File: src/rtl/fifo_sync.sv
// rtl/fifo_sync.sv - parametrised synchronous FIFO with valid/ready handshakes
//
// Purpose: DEPTH x DATA_W register-array FIFO with show-ahead read data, a
// registered occupancy count, exact full/empty, programmable almost-full and
// almost-empty thresholds, and sticky overflow/underflow status.
// Optional embedded assertions are enabled by defining FIFO_SYNC_SVA_EN.
//
// Ports:
//   clk          rising-edge clock
//   rst          synchronous active-high reset
//   clr          synchronous flush (pointers, count, sticky flags)
//   wr_valid     write request
//   wr_ready     write accept (= !full)
//   wr_data      write payload
//   rd_valid     read data available (= !empty)
//   rd_ready     read accept
//   rd_data      head entry, combinational from storage
//   count        occupancy 0..DEPTH
//   full, empty, almost_full, almost_empty   status
//   overflow     sticky, set by a write attempt while full
//   underflow    sticky, set by a read attempt while empty

module fifo_sync #(
  parameter int DATA_W   = 8,
  parameter int DEPTH    = 8,
  parameter int AF_LEVEL = DEPTH - 1,
  parameter int AE_LEVEL = 1
) (
  input  logic                     clk,
  input  logic                     rst,
  input  logic                     clr,
  input  logic                     wr_valid,
  output logic                     wr_ready,
  input  logic [DATA_W-1:0]        wr_data,
  output logic                     rd_valid,
  input  logic                     rd_ready,
  output logic [DATA_W-1:0]        rd_data,
  output logic [$clog2(DEPTH):0]   count,
  output logic                     full,
  output logic                     empty,
  output logic                     almost_full,
  output logic                     almost_empty,
  output logic                     overflow,
  output logic                     underflow
);

  localparam int AW = $clog2(DEPTH);
  localparam int PW = AW + 1;

  localparam logic [PW-1:0] ONE     = PW'(1);
  localparam logic [PW-1:0] AF_L    = PW'(AF_LEVEL);
  localparam logic [PW-1:0] AE_L    = PW'(AE_LEVEL);
  localparam logic [PW-1:0] DEPTH_C = PW'(DEPTH);

  logic [DATA_W-1:0] mem [DEPTH];

  // MSB of each pointer is the wrap bit; the low AW bits address storage.
  logic [PW-1:0] wr_ptr;
  logic [PW-1:0] rd_ptr;

  logic wr_fire;
  logic rd_fire;

  assign empty = (wr_ptr == rd_ptr);
  assign full  = (wr_ptr[AW-1:0] == rd_ptr[AW-1:0]) && (wr_ptr[AW] != rd_ptr[AW]);

  assign wr_ready = !full;
  assign rd_valid = !empty;

  assign wr_fire = wr_valid && wr_ready;
  assign rd_fire = rd_valid && rd_ready;

  assign almost_full  = (count >= AF_L);
  assign almost_empty = (count <= AE_L);

  assign rd_data = mem[rd_ptr[AW-1:0]];

  // Storage has no reset; a write is dropped when rst or clr discards the fire.
  always_ff @(posedge clk) begin
    if (wr_fire && !rst && !clr) begin
      mem[wr_ptr[AW-1:0]] <= wr_data;
    end
  end

  always_ff @(posedge clk) begin
    if (rst || clr) begin
      wr_ptr    <= '0;
      rd_ptr    <= '0;
      count     <= '0;
      overflow  <= 1'b0;
      underflow <= 1'b0;
    end else begin
      if (wr_fire) begin
        wr_ptr <= wr_ptr + ONE;
      end
      if (rd_fire) begin
        rd_ptr <= rd_ptr + ONE;
      end
      case ({wr_fire, rd_fire})
        2'b10:   count <= count + ONE;
        2'b01:   count <= count - ONE;
        default: count <= count;
      endcase
      if (wr_valid && full) begin
        overflow <= 1'b1;
      end
      if (rd_ready && empty) begin
        underflow <= 1'b1;
      end
    end
  end

`ifdef FIFO_SYNC_SVA_EN
  a_count_range: assert property (@(posedge clk) disable iff (rst)
    count <= DEPTH_C);

  a_full_count: assert property (@(posedge clk) disable iff (rst)
    full == (count == DEPTH_C));

  a_empty_count: assert property (@(posedge clk) disable iff (rst)
    empty == (count == '0));

  a_no_wr_full: assert property (@(posedge clk) disable iff (rst)
    !(wr_fire && full));

  a_no_rd_empty: assert property (@(posedge clk) disable iff (rst)
    !(rd_fire && empty));

  // A flush legitimately changes the head, so it is excluded from stability.
  a_rd_stable: assert property (@(posedge clk) disable iff (rst)
    (rd_valid && !rd_ready && !clr) |=> $stable(rd_data));

  c_full:  cover property (@(posedge clk) disable iff (rst) full);
  c_empty: cover property (@(posedge clk) disable iff (rst) empty);
  c_both_near_full: cover property (@(posedge clk) disable iff (rst)
    wr_fire && rd_fire && (count == DEPTH_C - ONE));
`else
  // Assertions and covers are not elaborated in this build.
`endif

endmodule

File: config.mk
export PLATFORM = sky130hd
export DESIGN_NAME = fifo_sync
export DESIGN_NICKNAME = d
export VERILOG_FILES = /design/src/rtl/fifo_sync.sv
export SDC_FILE = /design/constraint.sdc
export NUM_CORES = 1
export LEC_CHECK = 0
export CAP_MARGIN = 40
export CORE_MARGIN = 2
export CORE_UTILIZATION = 51
export DETAILED_ROUTE_END_ITERATION = 12
export GPL_TIMING_DRIVEN = 0
export PLACE_DENSITY = 0.75
export SLEW_MARGIN = 20
export SYNTH_ARGS = -nofsm -noshare
export SYNTH_HDL_FRONTEND = slang
export SYNTH_SLANG_ARGS = --single-unit
File: constraint.sdc
create_clock -name clk -period 2.27 [get_ports clk]
set_input_delay 0.454 -clock clk [delete_from_list [all_inputs] [get_ports clk]]
set_output_delay 0.454 -clock clk [all_outputs]
set_load 0.1 [all_outputs]
Word level (Yosys, flattened, before mapping):

Memories as Yosys holds them, arrays and structs flattened. A register that Yosys moved wholly into a read port is not among the register bits.
Cells that the tools add are included.

* add/sub/neg operators: 4
* $mul: 0
* div/mod/pow operators: 0
* order comparisons: 2
* equal/unequal tests: 5
* shift-type cells: 0
* multiplexer cells: 5
* bitwise logic cells: 0
* reductions and logical operators: 13

Operators by type and width (count)
* $add 4x1->4 const B: 3
* $pmux 4 s2: 1
* $logic_and 1x1->1: 7
* $mux 3: 2
* $eq 4x4->1: 1
* $ge 4x3->1 const B: 1
* $le 4x1->1 const B: 1
* $logic_not 1->1: 4
* $sub 4x1->4 const B: 1
* $eq 3x3->1: 1
* $eq 2x1->1 const B: 1
* $eq 2x2->1 const B: 1
* $mux 1: 2
* $reduce_bool 2->1: 1
* $logic_or 1x1->1: 1
* $ne 1x1->1: 1

* bits in registers: 14
* latch bits: 0
* memory bits (writable): 64
* bits in read-only memories: 0
* memories: 1

Memory list
* mem: words 8, width 8, read ports 1, clocked after Yosys merged registers in 1, wr ports 1, line 55 `logic [DATA_W-1:0] mem [DEPTH];`

Depth between registers and ports, before layout:

* word-level depth: 8
* mapped depth: 9
* gate-level depth less buffers: 8

Least setup slack after synthesis:

OpenSTA, ideal clock, no wires.

* path type: flip-flop to output port
* start point: reg count[0]
* end point: out almost_empty
* data arrival time: 3.367 ns
* data required time: 1.816 ns
* setup slack: -1.551 ns
* cell stages (with the launch flop): 4
* buffers on the path: 0
* path through: dfxtp_1 ha_1 nor2_1 nor3_1

* word-level cells in the longest chain between the ends: 1

Ends and longest elaborated chain
* start: declaration: line 38 `output logic [$clog2(DEPTH):0] count,`
* start signal: assignment: line 100 `2'b10: count <= count + ONE;`
* start signal: assignment: line 101 `2'b01: count <= count - ONE;`
* start signal: assignment: line 102 `default: count <= count;`
* $le 4x1->1: line 74 `assign almost_empty = (count <= AE_L);`
* end: declaration: line 42 `output logic almost_empty,`

Every way passes these cells.

==> results.txt <==
Top fanout value on the critical path -> 6
Post-layout total power -> 2.87 mW
Worst reg2reg startpoint -> wr_ptr[3]
Violations in the final reports -> setup timing
Post-synthesis cell count -> 201
Count of TritonRoute iterations in the first routing pass -> 4
First-pass GRT wire length -> 10800 um
CTS root buffer -> clkbuf_8
Synthesized cell area -> 3340 um2
Setup repair after global routing missed its margin -> true
Total Routed Length -> 6690 um
Top Ports -> 33
Highest-delay cell along the critical path -> mux4_2
Kind of start point of the critical path -> register
Number of antenna violations at the first check in global routing -> 0
Uppermost layer routed -> met4
Number of max-cap violations -> 0
Storage element area -> 2290 um2
Net count of the mapped netlist -> 220
Peak supply drop -> 0.445 mV
Slew at the pin closest to its max-slew limit -> 0.741 ns
Clock buffers created by TritonCTS -> 9
Final weighted congestion in routability-driven placement -> 0.796
DR WL met2 -> 3570 um
Number of flops mapped to enable cells by yosys -> 64
Floorplan row count -> 29
Critical path cell sequence -> buf_8 -> buf_12 -> mux4_2 -> mux2_4 -> buf_12
Hold Vio Cnt, Final -> 0
Total power divided by cell area -> 622 nW/um2
Leakage power of the design -> 1.61 nW
Hold/Removal Path Class -> reg2reg
Routed vias -> 1979
Share of the clock period used by the worst path after layout -> 1.05
Standard cell core area -> 6350 um2
Yosys warning total -> 0
Register bit total from synthesis -> 81
Clock sinks -> 81
All-layer global routing usage -> 0.203
Synthesized area per cell -> 16.6 um2
Total setup violations reported at the end of the flow -> 8
H-tree depth -> 3
Cell repeated most along the worst path -> buf_12
Delay contributed by the slowest stage of the critical path -> 0.51 ns
Count of different cell masters after synthesis -> 35
Final Max Slew Viols -> 0
Capture point of the worst reg-to-reg path -> count[3]
Starting DRT DRC Count -> 108
Capturing instance or port of the critical path -> rd_data[6]
Maximum frequency from static timing analysis -> 0.420 GHz
Fraction of final layout cells with drive strength greater than 1 -> 0.436
Fillcell total -> 391
Combined area of the multi-input logic cells -> 1210 um2
Period minus WS final -> 2.38 ns
Routed length on met1 -> 2740 um
Pin count of the biggest net entering global routing -> 15
NumNets Final -> 289
Post-detailed-route via-to-cell ratio -> 5.62
Critical setup path kind -> reg2out
Remaining number of nets flagged by the antenna check after routing -> 0
Hold-fix buffers, CTS -> 0
Status -> finished, violations left
Die width -> 84.9 um
Largest buffer count on any clock path -> 2
HPWL Detailed -> 4230 um
Register area share after synthesis -> 0.678
Worst Setup End Kind -> primary output
N_diodes -> 0
Arrival time at the worst endpoint -> 1.93 ns
Final global-route overflow total -> 0
Layout Skew -> 0.0146 ns
Number of global-route vias before repair -> 2046
Setup total negative slack -> -0.693 ns
Worst reg2reg setup slack -> 0.06 ns
Clock tree from TritonCTS -> built
Worst slew margin relative to its limit -> 0.506
Post-synthesis async set-or-reset flop share -> 0
Die height -> 84.9 um
Growth of design area from synthesis to finish -> 38.4%
Count of input and output buffers -> 32
Worst r2r path cells -> 7
Commonest register cell after synthesis -> edfxtp_1
Data required time at the worst endpoint -> 1.82 ns
Placed standard-cell area -> 4240 um2
Detailed-route DRC error count -> 0
Wire length per cell after detailed routing -> 19.0 um
Final Core Density -> 0.728
Crit path setup slack, layout -> -0.113 ns
Clock Pin Slew Worst Setup and Hold Paths -> 0.08 ns
Overall die area -> 7210 um2
Final std cell area, no fill -> 4620 um2
Insertion delay to the later sink of the worst-skew pair -> 0.35 ns
Effective utilization at floorplan -> 0.526
Wire length on met3 -> 282 um
stage by stage:
stage,std cells,setup slack [ns],hold slack [ns]
2_1_floorplan,201,-0.110,0.498
3_3_place_gp,310,-1.07,0.453
3_5_place_dp,333,-0.777,0.463
4_1_cts,351,-0.155,0.480
5_1_grt,352,-0.179,0.518
6_report,352,-0.113,0.477
placed cells by master, fill, tap and decap left out, types with 2 or more instances in the layout:
| cell type | count |
|---|---|
| a21oi_1 | 5 |
| a31oi_1 | 2 |
| buf_12 | 16 |
| buf_2 | 3 |
| buf_4 | 15 |
| buf_6 | 3 |
| buf_8 | 7 |
| clkbuf_8 | 9 |
| clkdlybuf4s50_1 | 18 |
| clkinv_2 | 3 |
| dfxtp_1 | 7 |
| dfxtp_2 | 5 |
| dfxtp_4 | 5 |
| edfxtp_1 | 64 |
| ha_1 | 5 |
| inv_1 | 5 |
| inv_6 | 3 |
| mux2_4 | 8 |
| mux4_2 | 16 |
| nand2_1 | 7 |
| nand3_1 | 4 |
| nand3b_1 | 2 |
| nand4_1 | 2 |
| nor2_1 | 10 |
| nor2_2 | 4 |
| nor3_4 | 3 |
| nor4b_4 | 2 |
| o21ai_0 | 5 |
| o41ai_4 | 2 |
| or3_1 | 5 |
| xnor2_1 | 2 |
| xor2_1 | 4 |
| xor2_4 | 3 |
critical path, delay by kind of cell, from the launching register on:
| family | cells | cell delay (ns) |
|---|---|---|
| buf+inv | 3 | 0.44 |
| flops | 1 | 0.34 |
| mux | 2 | 0.81 |
state kept, by name, summed over array words and instances (netlist names), named ones only:
register	cells
count	4
mem	64
overflow	1
rd_ptr	4
underflow	1
wr_ptr	4
synthesized netlist by cell type (2+ instances only):
library cell,count,share of area
clkbuf_1,2,0.0022
nand4_1,2,0.0037
nor2_1,15,0.017
nand3_1,4,0.0060
inv_2,2,0.0022
mux2_2,8,0.027
buf_1,2,0.0022
o41ai_2,2,0.0097
or3_1,6,0.011
nand3b_1,2,0.0045
a31oi_1,2,0.0037
dfxtp_1,17,0.10
nor3_1,3,0.0045
edfxtp_1,64,0.58
a21oi_1,6,0.0090
o21ai_0,5,0.0075
mux4_2,16,0.11
xor2_2,3,0.015
ha_1,6,0.022
xnor2_1,2,0.0052
inv_1,5,0.0056
xor2_1,5,0.013
nand2_1,8,0.0090
buf_2,3,0.0045
final cells by class:
cell class              instances  area share
multi-input cells             105       0.262
clock inverters                 7     0.00948
plain buffers                   5      0.0108
clock buffers                   9      0.0268
repair buffers                 61       0.164
flip-flops and latches         81       0.495
inverters                       7      0.0103
well taps                      77      0.0209
logic make-up (layout without fill, tap and decap cells):
kind of cell	Yosys count	count (layout)	synth area share
fa+ha+maj	6	6	0.0225
xor+xnor	10	10	0.0330
mux	25	25	0.138
simple gates	47	47	0.0753
flops	81	81	0.678
buf+inv	15	89	0.0191
compound gates	17	17	0.0345
worst min-delay path by stage:
stage | startpoint | endpoint | slack [ns] | cells past startpoint
after floorplan | wr_ptr[1] | wr_ptr[1] | 0.50 | 2
after global placement | overflow | overflow | 0.45 | 2
after detailed placement | underflow | underflow | 0.46 | 2
after CTS | underflow | underflow | 0.48 | 2
after global routing | underflow | underflow | 0.52 | 2
final | underflow | underflow | 0.48 | 2
metal layers:
| metal | track usage | vias up |
|---|---|---|
| li1 | - | 918 |
| met1 | 0.252 | 999 |
| met2 | 0.349 | 51 |
| met3 | 0.0447 | 11 |
| met4 | 0.0823 | 0 |
| met5 | 0 | - |
power breakdown:
group          total [mW]  internal, mW  switching [mW]
combinational       0.352         0.145           0.207
clock               0.907         0.395           0.512
sequential           1.62          1.60          0.0105
repair_timing:
item                       CTS  global route
setup endpoints to repair   68            57
resized for setup           56             6
gates cloned                 1             0
pin swaps                    8             3
setup buffers               13             4
No activity file was read; power rests on OpenSTA's default activity.
